===== config.mk =====
export PLATFORM = sky130hd
export DESIGN_NAME = matrix_display_reader_flat
export DESIGN_NICKNAME = d
export VERILOG_FILES = /design/src/rtl/matrix_display_reader_if.sv /design/src/rtl/matrix_display_reader.sv /design/src/flat_wrapper.sv
export SDC_FILE = /design/constraint.sdc
export NUM_CORES = 1
export LEC_CHECK = 0
export CORE_MARGIN = 2
export CORE_UTILIZATION = 37
export DETAILED_ROUTE_END_ITERATION = 10
export PLACE_DENSITY = 0.62
export SYNTH_ARGS = -nofsm -noshare
export SYNTH_HDL_FRONTEND = slang
export SYNTH_SLANG_ARGS = --single-unit

===== constraint.sdc =====
create_clock -name clk -period 3.1 [get_ports clk]
set_clock_uncertainty 0.05 [all_clocks]
set_input_delay 0.465 -clock clk [delete_from_list [all_inputs] [get_ports clk]]
set_output_delay 0.465 -clock clk [all_outputs]
set_load 0.02 [all_outputs]

===== src/rtl/matrix_display_reader_if.sv =====
// rtl/matrix_display_reader_if.sv - storage read bus and tx byte stream of the matrix display reader
interface matrix_display_reader_if;
  logic       stor_start_disp;
  logic [3:0] stor_matrix_id;
  logic       stor_read_en;
  logic [7:0] stor_data;
  logic       stor_meta_valid;
  logic [2:0] stor_meta_m;
  logic [2:0] stor_meta_n;
  logic       stor_error;
  logic [7:0] tx_data;
  logic       tx_valid;
  logic       tx_ready;

  modport master (
    output stor_start_disp, stor_matrix_id, stor_read_en, tx_data, tx_valid,
    input  stor_data, stor_meta_valid, stor_meta_m, stor_meta_n, stor_error, tx_ready
  );

  modport slave (
    input  stor_start_disp, stor_matrix_id, stor_read_en, tx_data, tx_valid,
    output stor_data, stor_meta_valid, stor_meta_m, stor_meta_n, stor_error, tx_ready
  );
endinterface


===== src/rtl/matrix_display_reader.sv =====
// rtl/matrix_display_reader.sv - fetches one stored matrix and streams it as decimal ASCII text rows
module matrix_display_reader #(
  parameter int         RD_LAT       = 2,
  parameter int         META_TIMEOUT = 15,
  parameter logic [7:0] SEP_CHAR     = 8'h20
) (
  input  logic       clk,
  input  logic       rst_n,
  input  logic       start,
  input  logic [3:0] matrix_id,
  output logic       busy,
  output logic       done,
  output logic       err,
  matrix_display_reader_if.master bus
);
  localparam logic [2:0] S_IDLE      = 3'd0;
  localparam logic [2:0] S_WAIT_META = 3'd1;
  localparam logic [2:0] S_WAIT_DATA = 3'd2;
  localparam logic [2:0] S_CONV      = 3'd3;
  localparam logic [2:0] S_SEND      = 3'd4;
  localparam logic [2:0] S_FETCH     = 3'd5;

  logic [2:0] state_q, state_d;
  logic       busy_q, busy_d, done_q, done_d, err_q, err_d;
  logic       start_disp_q, start_disp_d, read_en_q, read_en_d;
  logic [3:0] id_q, id_d;
  logic [2:0] m_q, m_d, n_q, n_d, row_q, row_d, col_q, col_d;
  logic [3:0] lat_q, lat_d;
  logic [7:0] tmo_q, tmo_d;
  logic [7:0] elem_q, elem_d;
  logic [3:0] h_q, h_d, t_q, t_d, u_q, u_d;
  logic [1:0] ndig_q, ndig_d;
  logic [2:0] bidx_q, bidx_d;
  logic [7:0] tx_data_q, tx_data_d;
  logic       tx_valid_q, tx_valid_d;
  logic       last_col, last_row, meta_bad;
  logic [2:0] nbytes;

  // Byte k of an element: significant digits first, then separator or CR LF.
  function automatic logic [7:0] byte_at(input logic [2:0] k, input logic [1:0] nd,
                                         input logic [3:0] h, input logic [3:0] t,
                                         input logic [3:0] u, input logic last);
    logic [2:0] p;
    logic [3:0] d;
    logic [7:0] b;
    p = k + 3'd3 - {1'b0, nd};
    case (p)
      3'd0:    d = h;
      3'd1:    d = t;
      default: d = u;
    endcase
    if (k < {1'b0, nd}) b = 8'h30 + {4'h0, d};
    else if (last)      b = (k == {1'b0, nd}) ? 8'h0D : 8'h0A;
    else                b = SEP_CHAR;
    return b;
  endfunction

  assign last_col = (col_q == n_q - 3'd1);
  assign last_row = (row_q == m_q - 3'd1);
  assign nbytes   = {1'b0, ndig_q} + (last_col ? 3'd2 : 3'd1);
  assign meta_bad = (bus.stor_meta_m == 3'd0) || (bus.stor_meta_m > 3'd5) ||
                    (bus.stor_meta_n == 3'd0) || (bus.stor_meta_n > 3'd5);

  always_comb begin
    state_d      = state_q;
    busy_d       = busy_q;
    done_d       = 1'b0;
    err_d        = 1'b0;
    start_disp_d = 1'b0;
    read_en_d    = 1'b0;
    id_d         = id_q;
    m_d          = m_q;
    n_d          = n_q;
    row_d        = row_q;
    col_d        = col_q;
    lat_d        = lat_q;
    tmo_d        = tmo_q;
    elem_d       = elem_q;
    h_d          = h_q;
    t_d          = t_q;
    u_d          = u_q;
    ndig_d       = ndig_q;
    bidx_d       = bidx_q;
    tx_data_d    = tx_data_q;
    tx_valid_d   = tx_valid_q;
    case (state_q)
      S_IDLE: begin
        if (start) begin
          id_d         = matrix_id;
          busy_d       = 1'b1;
          start_disp_d = 1'b1;
          tmo_d        = 8'd0;
          state_d      = S_WAIT_META;
        end
      end
      S_WAIT_META: begin
        if (bus.stor_error || (bus.stor_meta_valid && meta_bad)) begin
          err_d   = 1'b1;
          busy_d  = 1'b0;
          state_d = S_IDLE;
        end else if (bus.stor_meta_valid) begin
          m_d     = bus.stor_meta_m;
          n_d     = bus.stor_meta_n;
          row_d   = 3'd0;
          col_d   = 3'd0;
          lat_d   = 4'd1;
          state_d = S_WAIT_DATA;
        end else if (tmo_q == 8'(META_TIMEOUT - 1)) begin
          err_d   = 1'b1;
          busy_d  = 1'b0;
          state_d = S_IDLE;
        end else begin
          tmo_d = tmo_q + 8'd1;
        end
      end
      S_WAIT_DATA: begin
        if (lat_q <= 4'd1) begin
          elem_d  = bus.stor_data;
          state_d = S_CONV;
        end else begin
          lat_d = lat_q - 4'd1;
        end
      end
      S_CONV: begin
        h_d     = 4'(elem_q / 8'd100);
        t_d     = 4'((elem_q / 8'd10) % 8'd10);
        u_d     = 4'(elem_q % 8'd10);
        ndig_d  = (elem_q >= 8'd100) ? 2'd3 : (elem_q >= 8'd10) ? 2'd2 : 2'd1;
        bidx_d  = 3'd0;
        state_d = S_SEND;
      end
      S_SEND: begin
        if (!tx_valid_q) begin
          tx_data_d  = byte_at(bidx_q, ndig_q, h_q, t_q, u_q, last_col);
          tx_valid_d = 1'b1;
        end else if (bus.tx_ready) begin
          if (bidx_q == nbytes - 3'd1) begin
            tx_valid_d = 1'b0;
            read_en_d  = 1'b1;
            state_d    = S_FETCH;
          end else begin
            bidx_d    = bidx_q + 3'd1;
            tx_data_d = byte_at(bidx_q + 3'd1, ndig_q, h_q, t_q, u_q, last_col);
          end
        end
      end
      S_FETCH: begin
        if (last_col && last_row) begin
          done_d  = 1'b1;
          busy_d  = 1'b0;
          state_d = S_IDLE;
        end else begin
          col_d   = last_col ? 3'd0 : col_q + 3'd1;
          row_d   = last_col ? row_q + 3'd1 : row_q;
          lat_d   = 4'(RD_LAT);
          state_d = S_WAIT_DATA;
        end
      end
      default: state_d = S_IDLE;
    endcase
  end

  always_ff @(posedge clk or negedge rst_n) begin
    if (!rst_n) begin
      state_q      <= S_IDLE;
      busy_q       <= 1'b0;
      done_q       <= 1'b0;
      err_q        <= 1'b0;
      start_disp_q <= 1'b0;
      read_en_q    <= 1'b0;
      id_q         <= 4'd0;
      m_q          <= 3'd0;
      n_q          <= 3'd0;
      row_q        <= 3'd0;
      col_q        <= 3'd0;
      lat_q        <= 4'd0;
      tmo_q        <= 8'd0;
      elem_q       <= 8'd0;
      h_q          <= 4'd0;
      t_q          <= 4'd0;
      u_q          <= 4'd0;
      ndig_q       <= 2'd0;
      bidx_q       <= 3'd0;
      tx_data_q    <= 8'd0;
      tx_valid_q   <= 1'b0;
    end else begin
      state_q      <= state_d;
      busy_q       <= busy_d;
      done_q       <= done_d;
      err_q        <= err_d;
      start_disp_q <= start_disp_d;
      read_en_q    <= read_en_d;
      id_q         <= id_d;
      m_q          <= m_d;
      n_q          <= n_d;
      row_q        <= row_d;
      col_q        <= col_d;
      lat_q        <= lat_d;
      tmo_q        <= tmo_d;
      elem_q       <= elem_d;
      h_q          <= h_d;
      t_q          <= t_d;
      u_q          <= u_d;
      ndig_q       <= ndig_d;
      bidx_q       <= bidx_d;
      tx_data_q    <= tx_data_d;
      tx_valid_q   <= tx_valid_d;
    end
  end

  assign busy                = busy_q;
  assign done                = done_q;
  assign err                 = err_q;
  assign bus.stor_start_disp = start_disp_q;
  assign bus.stor_matrix_id  = id_q;
  assign bus.stor_read_en    = read_en_q;
  assign bus.tx_data         = tx_data_q;
  assign bus.tx_valid        = tx_valid_q;
endmodule


===== src/flat_wrapper.sv =====
// flat-port wrapper written by rule: the top's interface ports become plain ports
module matrix_display_reader_flat 
#(
  parameter int         RD_LAT       = 2,
  parameter int         META_TIMEOUT = 15,
  parameter logic [7:0] SEP_CHAR     = 8'h20
)
  (clk, rst_n, start, matrix_id, busy, done, err, bus_stor_start_disp, bus_stor_matrix_id, bus_stor_read_en, bus_tx_data, bus_tx_valid, bus_stor_data, bus_stor_meta_valid, bus_stor_meta_m, bus_stor_meta_n, bus_stor_error, bus_tx_ready);
  matrix_display_reader_if bus_i ();
  input  logic clk;
  input  logic rst_n;
  input  logic start;
  input  logic [3:0] matrix_id;
  output logic busy;
  output logic done;
  output logic err;
  output wire logic [$bits(bus_i.stor_start_disp)-1:0] bus_stor_start_disp;
  output wire logic [$bits(bus_i.stor_matrix_id)-1:0] bus_stor_matrix_id;
  output wire logic [$bits(bus_i.stor_read_en)-1:0] bus_stor_read_en;
  output wire logic [$bits(bus_i.tx_data)-1:0] bus_tx_data;
  output wire logic [$bits(bus_i.tx_valid)-1:0] bus_tx_valid;
  input wire logic [$bits(bus_i.stor_data)-1:0] bus_stor_data;
  input wire logic [$bits(bus_i.stor_meta_valid)-1:0] bus_stor_meta_valid;
  input wire logic [$bits(bus_i.stor_meta_m)-1:0] bus_stor_meta_m;
  input wire logic [$bits(bus_i.stor_meta_n)-1:0] bus_stor_meta_n;
  input wire logic [$bits(bus_i.stor_error)-1:0] bus_stor_error;
  input wire logic [$bits(bus_i.tx_ready)-1:0] bus_tx_ready;
  assign bus_stor_start_disp = bus_i.stor_start_disp;
  assign bus_stor_matrix_id = bus_i.stor_matrix_id;
  assign bus_stor_read_en = bus_i.stor_read_en;
  assign bus_tx_data = bus_i.tx_data;
  assign bus_tx_valid = bus_i.tx_valid;
  assign bus_i.stor_data = bus_stor_data;
  assign bus_i.stor_meta_valid = bus_stor_meta_valid;
  assign bus_i.stor_meta_m = bus_stor_meta_m;
  assign bus_i.stor_meta_n = bus_stor_meta_n;
  assign bus_i.stor_error = bus_stor_error;
  assign bus_i.tx_ready = bus_tx_ready;
  matrix_display_reader #(.RD_LAT(RD_LAT), .META_TIMEOUT(META_TIMEOUT), .SEP_CHAR(SEP_CHAR)) u_core (.clk(clk), .rst_n(rst_n), .start(start), .matrix_id(matrix_id), .busy(busy), .done(done), .err(err), .bus(bus_i));
endmodule

==> impl_metrics.prom <==
# TYPE chip_impl_metric gauge
chip_impl_metric{name="firstDrtPassIters",unit=""} 6
chip_impl_metric{name="timing.setup.tns",unit="ps"} 0
chip_impl_metric{name="seq_area_frac_synth",unit="%"} 37.37
chip_impl_metric{name="timing.critical_path.required",unit="ps"} 3310
chip_impl_info{name="worstPathCellList",value="inv_1 -> ha_1 -> xor2_1 -> xnor2_1 -> nand3_2 -> ha_4 -> inv_1 -> ha_1 -> xnor2_2 -> xnor2_2 -> buf_4 -> a31oi_1 -> nand2_1 -> o21ai_0 -> a22o_1"} 1
chip_impl_metric{name="start_util",unit="%"} 38.37
chip_impl_metric{name="slew_violations",unit=""} 0
chip_impl_metric{name="fmax",unit="MHz"} 334.8
chip_impl_metric{name="synth_unique_cells",unit=""} 64
chip_impl_metric{name="reg2reg_slack",unit="ps"} 110
chip_impl_metric{name="std_cell_rows",unit=""} 39
chip_impl_metric{name="clk_pin_slew_worst_paths",unit="ps"} 50
chip_impl_metric{name="p_leak",unit="nW"} 2.413
chip_impl_metric{name="place_hpwl",unit="microns"} 7217
chip_impl_info{name="timing_worst_setup_path_type",value="flip-flop to flip-flop"} 1
chip_impl_info{name="ys_dominant_reg_cell",value="sky130_fd_sc_hd__dfrtp_1"} 1
chip_impl_metric{name="combinational_cell_fraction_of_total_power",unit="%"} 60.2
chip_impl_info{name="setup_repair_after_global_routing_missed_its_margin",value="yes"} 1
chip_impl_metric{name="tightestPinTransition",unit="ps"} 636.7
chip_impl_metric{name="clock-sinks",unit=""} 66
chip_impl_metric{name="die_h",unit="microns"} 113.3
chip_impl_metric{name="postSynthRegisterBits",unit=""} 66
chip_impl_metric{name="fraction_of_registers_with_async_set_or_reset_after_synthesis",unit="%"} 100.0
chip_impl_metric{name="insertedDiodeCount",unit=""} 0
chip_impl_metric{name="area_fraction_of_the_dominant_cell_type_after_synthesis",unit="%"} 37.37
chip_impl_metric{name="synthesis.yosys.warnings",unit=""} 0
chip_impl_metric{name="slew_headroom",unit="%"} 57.01
chip_impl_metric{name="pin_count",unit=""} 42
chip_impl_metric{name="multi_input_comb_area",unit="sq um"} 2582
chip_impl_metric{name="grt_pass1_vias",unit=""} 3598
chip_impl_info{name="hp-class",value="primary input to asynchronous set/reset pin"} 1
chip_impl_metric{name="grt_antenna_before_repair",unit=""} 0
chip_impl_metric{name="fin_area",unit="sq um"} 5454
chip_impl_info{name="run_status",value="finished, final reports clean"} 1
chip_impl_metric{name="syn_area_per_cell",unit="sq um"} 8.946
chip_impl_metric{name="p_switching",unit="mW"} 2.902
chip_impl_info{name="most_frequent_standard_cell_in_the_layout_excluding_fill_and_tap_cells",value="sky130_fd_sc_hd__dfrtp_1"} 1
chip_impl_metric{name="place_congestion",unit=""} 0.8515
chip_impl_metric{name="cts_hold_buf",unit=""} 0
chip_impl_metric{name="drc",unit=""} 0
chip_impl_info{name="timing.critical_path.to_type",value="flip-flop"} 1
chip_impl_metric{name="max_stage_delay",unit="ps"} 390
chip_impl_metric{name="antenna_violating_nets_post_route",unit=""} 0
chip_impl_metric{name="avgRoutedWirePerCell",unit="microns"} 13.97
chip_impl_metric{name="clockPowerShare",unit="%"} 16.5
chip_impl_metric{name="timing.critical_path.buf_inv",unit=""} 3
chip_impl_metric{name="setup-violations-final",unit=""} 0
chip_impl_info{name="cts_tree",value="yes"} 1
chip_impl_info{name="timing.critical_path.slowest_stage_cell",value="sky130_fd_sc_hd__dfrtp_1"} 1
chip_impl_metric{name="first_pass_grt_wire_length",unit="microns"} 16820
chip_impl_metric{name="via_count",unit=""} 3708
chip_impl_metric{name="clockBufferDepth",unit=""} 2
chip_impl_metric{name="layout.filler_cells",unit=""} 1115
chip_impl_metric{name="max_cap_violations",unit=""} 0
chip_impl_metric{name="total_clock_buffers_created_by_cts",unit=""} 9
chip_impl_info{name="cts_root_buf",value="sky130_fd_sc_hd__clkbuf_16"} 1
chip_impl_metric{name="synth_area",unit="sq um"} 4419
chip_impl_metric{name="postRouteWirelength",unit="microns"} 9712
chip_impl_metric{name="period_share",unit="%"} 96.35
chip_impl_metric{name="clk-insertion-delay-late",unit="ps"} 330
chip_impl_info{name="cp_top_family",value="adder cells"} 1
chip_impl_metric{name="postPlaceCellArea",unit="sq um"} 5034
chip_impl_metric{name="placement.io_buffers",unit=""} 39
chip_impl_metric{name="post-route-min-period",unit="ps"} 2987
chip_impl_metric{name="drt-initial-drc-count",unit=""} 177
chip_impl_info{name="final_cell_mix",value="sky130_fd_sc_hd__dfrtp_1 (66), sky130_fd_sc_hd__nand2_1 (47), sky130_fd_sc_hd__nor2_1 (42)"} 1
chip_impl_info{name="synth_top_cells_by_area",value="sky130_fd_sc_hd__dfrtp_1 (37%), sky130_fd_sc_hd__ha_1 (7.4%), sky130_fd_sc_hd__mux2_2 (5.1%)"} 1
chip_impl_metric{name="post_route_cells_drive_above_1_share",unit="%"} 15.40
chip_impl_info{name="synth_area_leader_cell",value="sky130_fd_sc_hd__dfrtp_1"} 1
chip_impl_metric{name="post_drt_via_cell_ratio",unit=""} 5.335
chip_impl_metric{name="layout-area-overhead-vs-synth",unit="%"} 23.41
chip_impl_metric{name="finalHoldViolations",unit=""} 0
chip_impl_metric{name="globalRoute.totalOverflow",unit=""} 0
chip_impl_metric{name="cts_htree_levels",unit=""} 3
chip_impl_metric{name="grt_max_degree",unit=""} 30
chip_impl_metric{name="die-width",unit="microns"} 113.3
chip_impl_metric{name="cellInternalPower",unit="mW"} 3.641
chip_impl_metric{name="post_synth_edffs",unit=""} 0
chip_impl_metric{name="worst-path-max-fanout",unit=""} 5
chip_impl_metric{name="post_synth_inst_count",unit=""} 494
chip_impl_metric{name="gr-usage-all-layers",unit="%"} 15.79
chip_impl_metric{name="finalNetCount",unit=""} 597
chip_impl_metric{name="crit_arrival",unit="ps"} 3200
chip_impl_metric{name="sequential_group_share_of_total_power",unit="%"} 23.3
chip_impl_metric{name="die_area",unit="sq um"} 12830
chip_impl_info{name="startpoint_type",value="flip-flop"} 1
chip_impl_metric{name="register_area",unit="sq um"} 1652
chip_impl_metric{name="switching_share",unit="%"} 44.36
chip_impl_metric{name="core-area",unit="sq um"} 11520
chip_impl_metric{name="vdd.ir_drop.worst",unit="mV"} 0.5725
chip_impl_metric{name="power_density",unit="nW/um^2"} 1200
power by group through the flow:
stage / Combinational, mW / Sequential, mW / Clock [mW]
after floorplan: 2.87 / 1.46 / 0
after global placement: 3.71 / 1.52 / 0
after detailed placement: 3.77 / 1.53 / 0
after CTS: 3.80 / 1.52 / 1.11
after global routing: 4.41 / 1.58 / 1.15
final: 3.94 / 1.52 / 1.08
area by class of cell:
type / count / area share (%)
timing repair buffer: 67 / 10.99
clock buffer: 11 / 4.451
sequential: 66 / 30.28
inverter: 31 / 2.225
tap: 143 / 3.281
clock inverter: 5 / 1.422
multi-input combinational: 372 / 47.35
final timing paths:
path                                       start                to  cells past startpoint
worst min register to register  u_core.ndig_q[1]  u_core.ndig_q[1]                      2
worst max register to register     u_core.n_q[0]  u_core.bidx_q[2]                     15
min in group clk                u_core.ndig_q[1]  u_core.ndig_q[1]                      2
worst max-delay path               u_core.n_q[0]  u_core.bidx_q[2]                     15
worst min-delay path                       rst_n     u_core.m_q[2]                      1
max in group asynchronous                  rst_n  u_core.elem_q[0]                      2
worst register-to-register path: stages (launching register included):
cell	delay (ps)
sky130_fd_sc_hd__dfrtp_1	390
sky130_fd_sc_hd__inv_1	80
sky130_fd_sc_hd__ha_1	160
sky130_fd_sc_hd__xor2_1	180
sky130_fd_sc_hd__xnor2_1	150
sky130_fd_sc_hd__nand3_2	170
sky130_fd_sc_hd__ha_4	310
sky130_fd_sc_hd__inv_1	40
sky130_fd_sc_hd__ha_1	220
sky130_fd_sc_hd__xnor2_2	150
sky130_fd_sc_hd__xnor2_2	170
sky130_fd_sc_hd__buf_4	140
sky130_fd_sc_hd__a31oi_1	300
sky130_fd_sc_hd__nand2_1	90
sky130_fd_sc_hd__o21ai_0	180
sky130_fd_sc_hd__a22o_1	150
layer usage:
layer	routed length [microns]	part of all wire [%]	global-route usage (%)
met1	4777	49	21.58
met5	0	0	0
met4	116	1.2	3.984
met3	318	3.3	3.535
met2	4500	46	25.47
flip-flops by register name, summed over array words and instances (netlist names), 4 cells and up:
name,count
u_core.tmo_q,8
u_core.t_q,4
u_core.bus.stor_matrix_id,4
u_core.lat_q,4
u_core.u_q,4
u_core.bus.tx_data,6
u_core.elem_q,8
synth_stat cells, types with 4 or more instances:
cell	number
sky130_fd_sc_hd__nor2_1	42
sky130_fd_sc_hd__o311ai_0	4
sky130_fd_sc_hd__ha_1	26
sky130_fd_sc_hd__nand3_1	11
sky130_fd_sc_hd__a31oi_1	9
sky130_fd_sc_hd__a22oi_1	4
sky130_fd_sc_hd__mux2_2	20
sky130_fd_sc_hd__nand2b_1	8
sky130_fd_sc_hd__xnor2_1	13
sky130_fd_sc_hd__a21oi_1	19
sky130_fd_sc_hd__xor2_1	14
sky130_fd_sc_hd__or3_1	8
sky130_fd_sc_hd__dfrtp_1	66
sky130_fd_sc_hd__clkbuf_1	16
sky130_fd_sc_hd__nand2_1	47
sky130_fd_sc_hd__buf_2	4
sky130_fd_sc_hd__o31ai_1	6
sky130_fd_sc_hd__mux2i_1	12
sky130_fd_sc_hd__inv_1	29
sky130_fd_sc_hd__o211ai_1	4
sky130_fd_sc_hd__a211oi_1	5
sky130_fd_sc_hd__nor3_1	15
sky130_fd_sc_hd__nor2b_1	8
sky130_fd_sc_hd__o21ai_0	39
cell families after synthesis:
group           count (synthesis)  share of synthesized area [%]
compound gates                126                          19.14
xor+xnor                       27                          5.351
fa+ha+maj                      27                          7.588
buf+inv                        57                          5.407
flops                          66                          37.37
mux                            32                          7.814
other cells                     1                        0.08486
simple gates                  158                          17.24
per-stage QoR:
step	util, %	instances	total power, mW	hold slack, ps	setup WS (ps)
after floorplan	-	495	4.331	119.4	257.3
after global placement	43.71	672	5.225	367.7	196.7
after detailed placement	43.71	672	5.302	376.7	55.99
after CTS	46.49	688	6.425	27.15	8.036
after global routing	47.36	695	7.146	43.16	-17.51
final	47.36	695	6.543	17.19	113.0
what timing repair did:
| item | CTS | global route |
|---|---|---|
| setup buffers | 0 | 6 |
| gates resized for setup | 0 | 8 |
| endpoints found under the setup margin | 0 | 8 |
Note: power is estimated with default switching activity, not from simulation.
